--- src/rtl/chan_out_arbiter_pkg.sv ---
// rtl/chan_out_arbiter_pkg.sv - shared widths, config address map, FSM states and saturation helper
// Purpose: single source of the channel/data widths, config register addresses and
//          the signed saturation used when pipeline results are buffered.
// Ports:   none (package).
package chan_out_arbiter_pkg;

    localparam int N_CHAN    = 5;
    localparam int W_CHAN    = 5;
    localparam int W_DIN     = 64;
    localparam int W_DOUT    = 16;
    localparam int W_WR_ADDR = 16;
    localparam int W_WR_DATA = 48;

    localparam logic [W_WR_ADDR-1:0] ADDR_EN   = 16'h0040;
    localparam logic [W_WR_ADDR-1:0] ADDR_OVFC = 16'h0041;

    // Saturation bounds expressed at the input width so comparisons stay signed.
    localparam logic signed [W_DIN-1:0] SAT_MAX = W_DIN'((64'sd1 <<< (W_DOUT - 1)) - 64'sd1);
    localparam logic signed [W_DIN-1:0] SAT_MIN = ~SAT_MAX;

    typedef enum logic {
        ST_IDLE = 1'b0,
        ST_SEND = 1'b1
    } arb_state_t;

    function automatic logic [W_DOUT-1:0] sat(input logic signed [W_DIN-1:0] x);
        if (x > SAT_MAX) begin
            return SAT_MAX[W_DOUT-1:0];
        end else if (x < SAT_MIN) begin
            return SAT_MIN[W_DOUT-1:0];
        end else begin
            return x[W_DOUT-1:0];
        end
    endfunction

endpackage

--- src/rtl/chan_out_arbiter_if.sv ---
// rtl/chan_out_arbiter_if.sv - pipeline ingest, config write and DAC output signals of the arbiter
// Purpose: bundles every non-clock signal of chan_out_arbiter.
// Ports:   slave modport (the arbiter) takes dv_in/chan_in/data_in, wr_en/wr_addr/wr_data
//          and rdy_in, and drives dv_out/chan_out/data_out/ovf_out; master is the mirror.
interface chan_out_arbiter_if import chan_out_arbiter_pkg::*; ();

    logic                 dv_in;
    logic [W_CHAN-1:0]    chan_in;
    logic [W_DIN-1:0]     data_in;
    logic                 wr_en;
    logic [W_WR_ADDR-1:0] wr_addr;
    logic [W_WR_DATA-1:0] wr_data;
    logic                 rdy_in;
    logic                 dv_out;
    logic [W_CHAN-1:0]    chan_out;
    logic [W_DOUT-1:0]    data_out;
    logic [N_CHAN-1:0]    ovf_out;

    modport slave (
        input  dv_in, chan_in, data_in, wr_en, wr_addr, wr_data, rdy_in,
        output dv_out, chan_out, data_out, ovf_out
    );

    modport master (
        output dv_in, chan_in, data_in, wr_en, wr_addr, wr_data, rdy_in,
        input  dv_out, chan_out, data_out, ovf_out
    );

endinterface

--- src/rtl/chan_out_arbiter_rr_arbiter.sv ---
// rtl/chan_out_arbiter_rr_arbiter.sv - combinational round-robin picker
// Purpose: grants the first requesting channel after the last granted one, wrapping mod N.
// Ports:   req (N request bits), last (index of previous grant) in;
//          gnt (one-hot), idx (granted index), any (some request present) out.
module rr_arbiter import chan_out_arbiter_pkg::*; #(
    parameter int N = N_CHAN,
    parameter int W = W_CHAN
) (
    input  logic [N-1:0] req,
    input  logic [W-1:0] last,
    output logic [N-1:0] gnt,
    output logic [W-1:0] idx,
    output logic         any
);

    // Offsets 1..N from the last grant; the previous winner is therefore checked last.
    always_comb begin
        gnt = '0;
        idx = '0;
        any = 1'b0;
        for (int k = 1; k <= N; k++) begin
            for (int j = 0; j < N; j++) begin
                if (!any && req[j] && (j == (int'(last) + k) % N)) begin
                    any    = 1'b1;
                    gnt[j] = 1'b1;
                    idx    = W'(j);
                end
            end
        end
    end

endmodule

--- src/rtl/chan_out_arbiter.sv ---
// rtl/chan_out_arbiter.sv - coalescing per-channel result buffer with round-robin DAC output
// Purpose: keeps the newest saturated pipeline result per channel, flags overwrites of
//          unsent values, and forwards pending enabled channels one at a time.
// Ports:   clk_in, rst_in (sync active-low) plain; bus (slave modport) carries ingest,
//          config write and the dv_out/rdy_in output handshake plus ovf_out flags.
module chan_out_arbiter import chan_out_arbiter_pkg::*; (
    input  logic                      clk_in,
    input  logic                      rst_in,
    chan_out_arbiter_if.slave         bus
);

    arb_state_t        state_q;
    arb_state_t        state_nxt;

    logic [W_DOUT-1:0] data_buf [N_CHAN];
    logic [N_CHAN-1:0] pend;
    logic [N_CHAN-1:0] ovf;
    logic [N_CHAN-1:0] en;
    logic [W_CHAN-1:0] rr;

    logic [N_CHAN-1:0] ingest_hit;
    logic [W_DOUT-1:0] sat_data;
    logic [N_CHAN-1:0] gnt;
    logic [W_CHAN-1:0] gnt_idx;
    logic              gnt_any;
    logic [W_DOUT-1:0] sel_data;
    logic              load;
    logic              en_wr;
    logic              ovfc_wr;

    assign sat_data = sat(bus.data_in);
    assign en_wr    = bus.wr_en && (bus.wr_addr == ADDR_EN);
    assign ovfc_wr  = bus.wr_en && (bus.wr_addr == ADDR_OVFC);
    assign bus.ovf_out = ovf;

    // Out-of-range channel numbers match no bit and are silently dropped.
    always_comb begin
        ingest_hit = '0;
        for (int i = 0; i < N_CHAN; i++) begin
            ingest_hit[i] = bus.dv_in && (bus.chan_in == W_CHAN'(i));
        end
    end

    rr_arbiter #(
        .N (N_CHAN),
        .W (W_CHAN)
    ) u_rr (
        .req  (pend & en),
        .last (rr),
        .gnt  (gnt),
        .idx  (gnt_idx),
        .any  (gnt_any)
    );

    always_comb begin
        sel_data = '0;
        for (int i = 0; i < N_CHAN; i++) begin
            if (gnt[i]) begin
                sel_data = sel_data | data_buf[i];
            end
        end
    end

    always_comb begin
        state_nxt = state_q;
        load      = 1'b0;
        case (state_q)
            ST_IDLE: begin
                if (gnt_any) begin
                    load      = 1'b1;
                    state_nxt = ST_SEND;
                end
            end
            ST_SEND: begin
                if (bus.rdy_in) begin
                    state_nxt = ST_IDLE;
                end
            end
            default: state_nxt = ST_IDLE;
        endcase
    end

    always_ff @(posedge clk_in) begin
        if (!rst_in) begin
            state_q      <= ST_IDLE;
            bus.dv_out   <= 1'b0;
            bus.chan_out <= '0;
            bus.data_out <= '0;
            pend         <= '0;
            ovf          <= '0;
            en           <= '0;
            rr           <= W_CHAN'(N_CHAN - 1);
            for (int i = 0; i < N_CHAN; i++) begin
                data_buf[i] <= '0;
            end
        end else begin
            state_q <= state_nxt;

            if (load) begin
                bus.chan_out <= gnt_idx;
                bus.data_out <= sel_data;
                bus.dv_out   <= 1'b1;
                rr           <= gnt_idx;
            end else if (state_q == ST_SEND && bus.rdy_in) begin
                bus.dv_out <= 1'b0;
            end

            for (int i = 0; i < N_CHAN; i++) begin
                // A new value arriving as the channel is latched re-arms pend: set beats clear.
                if (ingest_hit[i]) begin
                    data_buf[i] <= sat_data;
                    pend[i]     <= 1'b1;
                end else if (load && gnt[i]) begin
                    pend[i] <= 1'b0;
                end

                // Not an overwrite when the old value is being latched for delivery this cycle.
                if (ingest_hit[i] && pend[i] && !(load && gnt[i])) begin
                    ovf[i] <= 1'b1;
                end else if (ovfc_wr && bus.wr_data[i]) begin
                    ovf[i] <= 1'b0;
                end
            end

            if (en_wr) begin
                en <= bus.wr_data[N_CHAN-1:0];
            end
        end
    end

endmodule

--- src/flat_wrapper.sv ---
// flat-port wrapper written by rule: the top's interface ports become plain ports
module chan_out_arbiter_flat import chan_out_arbiter_pkg::*;
  (clk_in, rst_in, bus_dv_in, bus_chan_in, bus_data_in, bus_wr_en, bus_wr_addr, bus_wr_data, bus_rdy_in, bus_dv_out, bus_chan_out, bus_data_out, bus_ovf_out);
  chan_out_arbiter_if bus_i ();
  input  logic clk_in;
  input  logic rst_in;
  input wire logic [$bits(bus_i.dv_in)-1:0] bus_dv_in;
  input wire logic [$bits(bus_i.chan_in)-1:0] bus_chan_in;
  input wire logic [$bits(bus_i.data_in)-1:0] bus_data_in;
  input wire logic [$bits(bus_i.wr_en)-1:0] bus_wr_en;
  input wire logic [$bits(bus_i.wr_addr)-1:0] bus_wr_addr;
  input wire logic [$bits(bus_i.wr_data)-1:0] bus_wr_data;
  input wire logic [$bits(bus_i.rdy_in)-1:0] bus_rdy_in;
  output wire logic [$bits(bus_i.dv_out)-1:0] bus_dv_out;
  output wire logic [$bits(bus_i.chan_out)-1:0] bus_chan_out;
  output wire logic [$bits(bus_i.data_out)-1:0] bus_data_out;
  output wire logic [$bits(bus_i.ovf_out)-1:0] bus_ovf_out;
  assign bus_i.dv_in = bus_dv_in;
  assign bus_i.chan_in = bus_chan_in;
  assign bus_i.data_in = bus_data_in;
  assign bus_i.wr_en = bus_wr_en;
  assign bus_i.wr_addr = bus_wr_addr;
  assign bus_i.wr_data = bus_wr_data;
  assign bus_i.rdy_in = bus_rdy_in;
  assign bus_dv_out = bus_i.dv_out;
  assign bus_chan_out = bus_i.chan_out;
  assign bus_data_out = bus_i.data_out;
  assign bus_ovf_out = bus_i.ovf_out;
  chan_out_arbiter u_core (.clk_in(clk_in), .rst_in(rst_in), .bus(bus_i));
endmodule
--- config.mk ---
export PLATFORM = sky130hd
export DESIGN_NAME = chan_out_arbiter_flat
export DESIGN_NICKNAME = d
export VERILOG_FILES = /design/src/rtl/chan_out_arbiter_pkg.sv /design/src/rtl/chan_out_arbiter_if.sv /design/src/rtl/chan_out_arbiter_rr_arbiter.sv /design/src/rtl/chan_out_arbiter.sv /design/src/flat_wrapper.sv
export SDC_FILE = /design/constraint.sdc
export NUM_CORES = 1
export LEC_CHECK = 0
export BUFFER_PORTS_ARGS = -buffer_cell sky130_fd_sc_hd__buf_2
export CAP_MARGIN = 20
export CORE_MARGIN = 5
export CORE_UTILIZATION = 53
export DETAILED_ROUTE_END_ITERATION = 16
export GPL_TIMING_DRIVEN = 0
export HOLD_SLACK_MARGIN = 0.05
export MAX_ROUTING_LAYER = met4
export PLACE_DENSITY = 0.85
export REMOVE_ABC_BUFFERS = 1
export SLEW_MARGIN = 20
export SYNTH_ARGS = -nofsm -noshare
export SYNTH_HDL_FRONTEND = slang
export SYNTH_HIERARCHICAL = 1
export SYNTH_SLANG_ARGS = --single-unit
export TNS_END_PERCENT = 5
--- constraint.sdc ---
create_clock -name clk_in -period 8.75 [get_ports clk_in]
set_clock_uncertainty 0.2 [all_clocks]
set_input_delay 1.75 -clock clk_in [delete_from_list [all_inputs] [get_ports clk_in]]
set_output_delay 1.75 -clock clk_in [all_outputs]
set_load 0.05 [all_outputs]
==> metrics.cfg, run 1 <==
[synth]
synth_cells=1258
synth_edf_count=80
ys_ff_latch=119
yosysMostFrequentCell=nand2_1
synth_top_area_share_pct=22.6
ys.flop_type=edfxtp_1
syn_area_um2=10600
yosys-top-cells-count=nand2_1 (110), a21oi_1 (87), edfxtp_1 (80)
synth_area_per_cell_um2=8.46
synthArstFlopShare_pct=0
ys_warn_count=6
synthDistinctLibCells=111
synth.area.top_cells=edfxtp_1 (23%), dfxtp_1 (7.3%), ha_1 (4.6%)
seq_area_frac_synth_pct=29.9
yosysTopAreaCell=edfxtp_1

[route]
first_iter_violations=1467
routedWlPerCell_um=21.6
vias=11300
drcViolationCount=0
wl_um=34600
drt_first_pass_iters=9
vias_per_cell=7.03
ant_nets=0

[floorplanning]
ios=165
core_um2=19600
start_util_pct=54.3
fp.dieH_um=152
die_x_um=152
dieArea_um2=23000
num_rows=51

[pwr]
pwr-share-clk_pct=21.3
power.leakage_nw=4.59
switchingPower_mw=1.36
p_seq_share_pct=23.2
netSwitchingFraction_pct=45.3
p_per_area_nw_per_um2=248
power_frac_comb_pct=55.6
internal_power_mw=1.65
peakVddDrop_v=0.000193

[setup_path]
cpMaxStageDelayCell=dfxtp_4
max_stage_delay_ns=0.61
worstPathRequired_ns=8.83
crit_arrival_ns=8.64
worstSetupEndpointType=flip-flop
worst-setup-path-type=flip-flop to flip-flop
crit_fanout=28
critPathLaunchType=flip-flop

[clocking]
clockBufferDepth=2
hold_buffers=0
numCtsBuffers=17
cts_root_buffer=clkbuf_16
htree_levels=4
cts_sinks=119
path_clk_slew_ns=0.06
clock_latency_ns=0.41
cts_tree=built

[run]
cap_violations=0

[worst_hold_path]
hp-class=flip-flop to flip-flop

[placement]
gp_congestion=0.986
dp_hpwl_um=22600
place_area_um2=11200
portBuffers=121

[finish]
antennaDiodeCount=0
synthToLayoutAreaGrowth_pct=14.0
postLayoutCellArea_um2=12100
nNetsFinal=1504
drive_gt1_share_pct=19.3
final_util_pct=61.9
fill_cells=1597

[timing]
rsz0062_at_grt=yes
setup_viol=0
worst_pin_slew_ns=0.994
fmax_ghz=0.117
finalHoldViolations=0
drv_slew=0
finalCriticalPeriod_ns=8.55
period_share_pct=97.8
slew_headroom_pct=33.5

[global_route]
grt_pass1_vias=10600
grt_max_degree=39
grt_overflow=0
antenna_found_initial=0
grtUsageTotal_pct=29.5
grt_pass1_wl_um=53500

[run_status]
outcome=finished, final reports clean

## sequential cells by signal (all words and copies together) (netlist names)
signal and cells:
u_core/bus.ovf_out 5, u_core/data_buf 80, u_core/pend 5, u_core/rr 1, u_core/bus.data_out 16, u_core/bus.chan_out 5, u_core/bus.dv_out 1, u_core/en 5
u_core/state_q 1
## critical path, delay by kind of cell, from the launching register on
family / cells / cell delay (ns)
XOR/XNOR: 1 / 0.21
AO/OA/AOI/OAI: 11 / 3.44
buffers and inverters: 5 / 1.04
adder cells (fa/ha/maj): 3 / 1.20
AND/OR/NAND/NOR: 6 / 1.30
flip-flops: 1 / 0.61
multiplexers: 1 / 0.39
## what timing repair did
| item | CTS | global route |
|---|---|---|
| buffers inserted | 5 | 10 |
| pin swaps | 1 | 4 |
| resized for setup | 17 | 15 |
| endpoints found under the setup margin | 33 | 33 |
## through the flow
stage | power, mW | setup TNS (ns) | hold WS, ns | std cells | worst slack [ns]
finish | 3.01 | 0 | 0.276 | 1605 | 0.195
global route | 3.18 | -2.15 | 0.303 | 1605 | -0.189
CTS | 2.90 | 0 | 0.270 | 1595 | 0.0424
detailed placement | 2.24 | -20.14 | 0.263 | 1558 | -0.875
global placement | 2.18 | -69.38 | 0.257 | 1556 | -2.44
floorplan | 1.87 | -1.82 | 0.249 | 1170 | -0.216
## metal layers
layer | wire length (um) | GRT usage, % | vias up
met5 | 0 | - | -
met4 | 1190 | 10.2 | 0
li1 | - | - | 5055
met2 | 16400 | 47.6 | 779
met1 | 13500 | 38.2 | 5330
met3 | 3530 | 4.67 | 112
## power by group through the flow
| stage | Clock [mW] | Combinational (mW) | Sequential [mW] |
|---|---|---|---|
| final | 0.640 | 1.67 | 0.699 |
| after global routing | 0.664 | 1.81 | 0.703 |
| after global placement | 0 | 1.48 | 0.700 |
| after floorplan | 0 | 1.12 | 0.745 |
| after detailed placement | 0 | 1.54 | 0.703 |
| after CTS | 0.637 | 1.56 | 0.695 |
## worst paths after layout
kind	from	end	slack (ns)	cells after the start
hold reg to reg	u_core/en[4]	u_core/en[4]	0.28	2
setup / recovery	u_core/rr[2]	u_core/bus.data_out[0]	0.20	27
setup reg to reg	u_core/rr[2]	u_core/bus.data_out[0]	0.20	27
hold / removal	u_core/en[4]	u_core/en[4]	0.28	2
## cell families after synthesis
family | synth area share (%)
adder cells (fa/ha/maj) | 4.68
multiplexers | 4.18
buffers and inverters | 5.80
flip-flops | 29.9
other | 0.0352
XOR/XNOR | 3.20
AO/OA/AOI/OAI | 31.4
AND/OR/NAND/NOR | 20.8
## cell type report
type	count	area, um2	area share [%]
multi-input combinational	997	7030	57.9
tap	265	332	2.73
inverter	54	214	1.76
clock inverter	10	83.8	0.691
clock buffer	22	454	3.74
sequential	119	3200	26.4
timing repair buffer	138	817	6.74
## cell usage in the layout, fill, tap and decap left out, types with 10 or more instances in the layout
| cell type | n |
|---|---|
| nand3_1 | 38 |
| a211o_1 | 10 |
| mux2i_1 | 25 |
| o211ai_1 | 20 |
| nand2_1 | 110 |
| edfxtp_1 | 80 |
| a221oi_1 | 24 |
| buf_2 | 121 |
| nand3b_1 | 12 |
| nor3_1 | 28 |
| nand2b_1 | 16 |
| xnor2_1 | 24 |
| a31oi_1 | 15 |
| or3_1 | 12 |
| inv_1 | 47 |
| a21o_1 | 18 |
| and2_1 | 18 |
| a21oi_1 | 86 |
| o22ai_1 | 30 |
| a222oi_1 | 16 |
| dfxtp_1 | 34 |
| ha_1 | 33 |
| nor4_1 | 26 |
| and3_1 | 11 |
| nand4_1 | 22 |
| nor2_1 | 76 |
| or2_2 | 10 |
| clkbuf_16 | 17 |
| o21a_1 | 14 |
| a211oi_1 | 13 |
| o21ai_0 | 74 |
No activity file was read; power rests on OpenSTA's default activity.
==> run 2: changes to the inputs <==
--- a/config.mk
+++ b/config.mk
@@ -7,8 +7,7 @@
 export LEC_CHECK = 0
 export BUFFER_PORTS_ARGS = -buffer_cell sky130_fd_sc_hd__buf_2
 export CAP_MARGIN = 20
-export CORE_MARGIN = 5
-export CORE_UTILIZATION = 53
+export CORE_UTILIZATION = 55
 export DETAILED_ROUTE_END_ITERATION = 16
 export GPL_TIMING_DRIVEN = 0
 export HOLD_SLACK_MARGIN = 0.05
==> constraint.sdc (replaced) <==
create_clock -name clk_in -period 9.2 [get_ports clk_in]
set_clock_uncertainty 0.2 [all_clocks]
set_input_delay 1.84 -clock clk_in [delete_from_list [all_inputs] [get_ports clk_in]]
set_output_delay 1.84 -clock clk_in [all_outputs]
set_load 0.05 [all_outputs]
==> metrics.cfg, run 2 (synthesis gave the netlist of run 1 again) <==
[finish]
final_util_pct=63.7
top_regs=u_core/data_buf x80, u_core/bus.data_out x16
most-common-layout-cells=buf_2 (121), nand2_1 (110), a21oi_1 (86)
largest_reg_flops=80
fill_cells=1481
nNetsFinal=1498
register_area_um2=3200
multi_input_area_um2=6950
drive_gt1_share_pct=18.7
largest_register=u_core/data_buf
final_common_cell=buf_2
instances_no_fill=1595
synthToLayoutAreaGrowth_pct=12.7

[pwr]
total_power_mw=2.88
peakVddDrop_v=0.000195
p_per_area_nw_per_um2=240
power.leakage_nw=4.56

[setup_path]
critPathLaunchType=flip-flop
cpMaxStageDelayCell=dfxtp_4
worstSetupEndpointType=flip-flop
worst-setup-path-type=flip-flop to flip-flop
crit_arrival_ns=8.91
worstPathRequired_ns=9.26
crit_fanout=28
crit_top_cell=ha_1
max_stage_delay_ns=0.63
critPathLaunch=u_core/bus.chan_out[1]
r2r-start=u_core/bus.chan_out[1]

[global_route]
grt_overflow=0
grt_max_degree=67
grtUsageTotal_pct=33.5
grt_pass1_wl_um=51900
grt_pass1_vias=10400
antenna_found_initial=1

[timing]
hold_slack_ns=0.261
finalHoldViolations=0
drv_slew=0
finalCriticalPeriod_ns=8.85
fmax_ghz=0.113
period_share_pct=96.2
worst_pin_slew_ns=1.06
setup_viol=0
slew_headroom_pct=29.3

[route]
drcViolationCount=0
wl_um=33700
first_iter_violations=1828
ant_nets=0
vias_per_cell=7.09
drt_first_pass_iters=6
routedWlPerCell_um=21.1
vias=11300

[clocking]
clockBufferDepth=2
path_clk_slew_ns=0.05
cts_tree=built
hold_buffers=0
cts_sinks=119
htree_levels=4
numCtsBuffers=17
cts_root_buffer=clkbuf_16
clock_latency_ns=0.40

[floorplanning]
fp.dieH_um=141
core_um2=18800
dieArea_um2=19900
ios=165
start_util_pct=56.5
die_x_um=141
num_rows=50

[placement]
dp_cells=1555
gp_congestion=0.991
dp_hpwl_um=21700
portBuffers=121

[worst_hold_path]
hp-start=u_core/bus.chan_out[2]
hp-class=flip-flop to flip-flop

[run_status]
outcome=finished, final reports clean

[run]
cap_violations=0

-- run 2: report_power, final --
| group | total [mW] | switching, mW | internal, mW | leakage (nW) |
|---|---|---|---|---|
| combinational | 1.55 | 1.00 | 0.549 | 3.18 |
| clock | 0.660 | 0.253 | 0.408 | 0.288 |
| sequential | 0.664 | 0.0465 | 0.618 | 1.08 |
-- run 2: repair_timing --
action | in CTS | in global routing
pin swaps | 1 | 1
setup endpoints to repair | 31 | 33
buffers inserted | 0 | 7
cloned | 0 | 0
gates resized for setup | 11 | 10
endpoints found under the hold margin | 0 | 0
-- run 2: worst paths after layout --
kind	to	slack, ns	cells past startpoint
setup / recovery	u_core/bus.data_out[4]	0.35	31
hold reg to reg	u_core/bus.chan_out[2]	0.26	2
setup reg to reg	u_core/bus.data_out[4]	0.35	31
hold / removal	u_core/bus.chan_out[2]	0.26	2
-- run 2: layout make-up --
type                    count  area share, %
clock buffers              18           3.66
clock inverters            14           1.23
diodes                      1         0.0209
well taps                 260           2.71
multi-input cells         997           58.0
repair buffers            132           5.94
inverters                  54           1.75
flip-flops and latches    119           26.7
-- run 2: metal layers --
layer  track usage, %  part of all wire [%]  up-vias
li1                 -                     -     5045
met1             40.1                    38     5292
met2             56.4                    48      835
met3             5.47                    10      130
met4             12.9                   3.7        0
met5                -                     0        -
-- run 2: stage by stage --
stage	setup WS [ns]	TNS, ns	instance area [um2]
2_1_floorplan	0.234	0	10200
3_3_place_gp	-1.74	-47.02	11200
3_5_place_dp	-0.573	-8.82	11200
4_1_cts	0.0127	0	11900
5_1_grt	-0.187	-2.59	12000
6_report	0.354	0	12000
-- run 2: critical path: cells and delay by family, from the launching register on --
kind                       cells  cell delay [ns]
buffers and inverters          5             0.99
and+or+nand+nor                9             2.09
xor gates and xnor gates       2             0.65
muxes                          1             0.19
adders and majority gates      4             1.17
AOI/OAI and AO/OA             10             2.77
DFF                            1             0.63
==> run 3: changes to the inputs <==
--- a/config.mk
+++ b/config.mk
@@ -14,7 +14,6 @@
 export MAX_ROUTING_LAYER = met4
 export PLACE_DENSITY = 0.85
 export REMOVE_ABC_BUFFERS = 1
-export SLEW_MARGIN = 20
 export SYNTH_ARGS = -nofsm -noshare
 export SYNTH_HDL_FRONTEND = slang
 export SYNTH_HIERARCHICAL = 1
==> constraint.sdc (replaced) <==
create_clock -name clk_in -period 9.2 [get_ports clk_in]
set_clock_uncertainty 0.2 [all_clocks]
set_input_delay 0.92 -clock clk_in [delete_from_list [all_inputs] [get_ports clk_in]]
set_output_delay 0.92 -clock clk_in [all_outputs]
set_load 0.05 [all_outputs]
==> metrics.cfg, run 3 (synthesis gave the netlist of run 1 again) <==
[setup_path]
worst-setup-path-type=flip-flop to flip-flop
critPathLaunchType=flip-flop
worstSetupEndpointType=flip-flop
r2r_end=u_core/bus.ovf_out[4]
crit_fanout=27
crit_arrival_ns=9.02
r2r-start=u_core/rr[2]
max_stage_delay_ns=0.78
cpMaxStageDelayCell=o21bai_2
worstPathRequired_ns=9.30
ff2ff_path_depth=26
rrSetupSlack_ns=0.29

[route]
vias_per_cell=7.02
drcViolationCount=0
routedWlPerCell_um=20.7
vias=11200
first_iter_violations=1351
ant_nets=0
drt_first_pass_iters=8
wl_um=33100

[timing]
finalCriticalPeriod_ns=8.91
fmax_ghz=0.112
worst_pin_slew_ns=1.04
drv_slew=0
setup_slack_ns=0.290
slew_headroom_pct=30.5
setup_viol=0
finalHoldViolations=0
period_share_pct=96.8

[finish]
most-common-layout-cells=buf_2 (121), nand2_1 (110), a21oi_1 (86)
synthToLayoutAreaGrowth_pct=13.8
instances_no_fill=1597
largest_register=u_core/data_buf
nNetsFinal=1500
drive_gt1_share_pct=18.6
final_util_pct=64.3
largest_reg_flops=80
top_regs=u_core/data_buf x80, u_core/bus.data_out x16
final_common_cell=buf_2
postLayoutCellArea_um2=12100

[worst_hold_path]
holdPathStages=2
hp-class=flip-flop to flip-flop
hp-start=u_core/bus.chan_out[2]
holdPathEnd=u_core/bus.chan_out[2]

[clocking]
cts_root_buffer=clkbuf_16
hold_buffers=0
clock_latency_ns=0.42
clockBufferDepth=2
numCtsBuffers=17
path_clk_slew_ns=0.06
cts_tree=built
htree_levels=4
cts_sinks=119

[placement]
dp_slack_ns=-0.429
place_area_um2=11400
dp_hpwl_um=22200
dp_cells=1560
portBuffers=121
gp_congestion=0.991

[floorplanning]
die_x_um=141
start_util_pct=56.5
dieArea_um2=19900
core_um2=18800
ios=165
fp.dieH_um=141
num_rows=50

[global_route]
antenna_found_initial=1
grt_pass1_vias=10200
grt_overflow=0
grt_max_degree=44
grt_pass1_wl_um=51800
grtUsageTotal_pct=33.7

[run]
cap_violations=0

[pwr]
power.leakage_nw=4.61
total_power_mw=2.90
p_per_area_nw_per_um2=240
peakVddDrop_v=0.000199

[run_status]
outcome=finished, final reports clean

## run 3: cell types whose count changed in the layout (fill, tap and decap cells not counted), sizes merged
cell / previous run / this run
clkinvlp: 3 / 4
clkinv: 10 / 6
dlymetal6s2s: 0 / 1
buf: 132 / 133
inv: 53 / 56
## run 3: worst max-delay path by stage
stage                                   endpoint  slack, ns  cells after the start                   start
after detailed placement  u_core/bus.data_out[1]      -0.43                     31  u_core/bus.chan_out[1]
after CTS                  u_core/bus.ovf_out[1]       0.06                     34  u_core/bus.chan_out[1]
final                      u_core/bus.ovf_out[4]       0.29                     26            u_core/rr[2]
after floorplan            u_core/bus.ovf_out[4]       0.23                     30  u_core/bus.chan_out[0]
after global placement     u_core/bus.ovf_out[4]      -1.74                     30  u_core/bus.chan_out[0]
after global routing      u_core/bus.data_out[3]      -0.08                     27            u_core/rr[2]
## run 3: layout make-up
type | count | area, um2
Multi-Input combinational cell | 997 | 6950
Tap cell | 260 | 325
Clock buffer | 18 | 429
Antenna cell | 1 | 2.50
Sequential cell | 119 | 3190
Inverter | 54 | 210
Timing Repair Buffer | 134 | 837
Clock inverter | 14 | 165
Fill cell | 1439 | 6720
## run 3: routing by layer
layer	vias to the layer above	wire length, um	GRT usage, %
li1	5057	-	-
met1	5266	12700	40.0
met2	759	15800	55.9
met3	130	3240	6.42
met4	0	1430	13.8
met5	-	0	-
## run 3: power breakdown
part	internal, mW	switching, mW	total, mW
Clock	0.406	0.265	0.671
Combinational	0.559	1.02	1.58
Sequential	0.618	0.0318	0.649
## run 3: timing repair
| item | 4_1_cts | 5_1_grt |
|---|---|---|
| pin swaps | 0 | 1 |
| endpoints found under the setup margin | 32 | 33 |
| gates cloned | 0 | 0 |
| resized for setup | 9 | 15 |
| setup buffers | 0 | 2 |
## run 3: critical path, delay by kind of cell, from the launching register on
| kind | cells | cell delay (ns) |
|---|---|---|
| AO/OA/AOI/OAI | 12 | 4.07 |
| XOR/XNOR | 1 | 0.23 |
| adder cells (fa/ha/maj) | 3 | 1.36 |
| buffers and inverters | 3 | 0.53 |
| flip-flops | 1 | 0.56 |
| multiplexers | 1 | 0.41 |
| AND/OR/NAND/NOR | 6 | 1.40 |
## run 3: stage by stage
step,hold WS [ns],setup TNS [ns]
after global placement,0.248,-47.02
final,0.272,0
after detailed placement,0.244,-7.45
after floorplan,0.249,0
after CTS,0.270,0
after global routing,0.289,-0.340
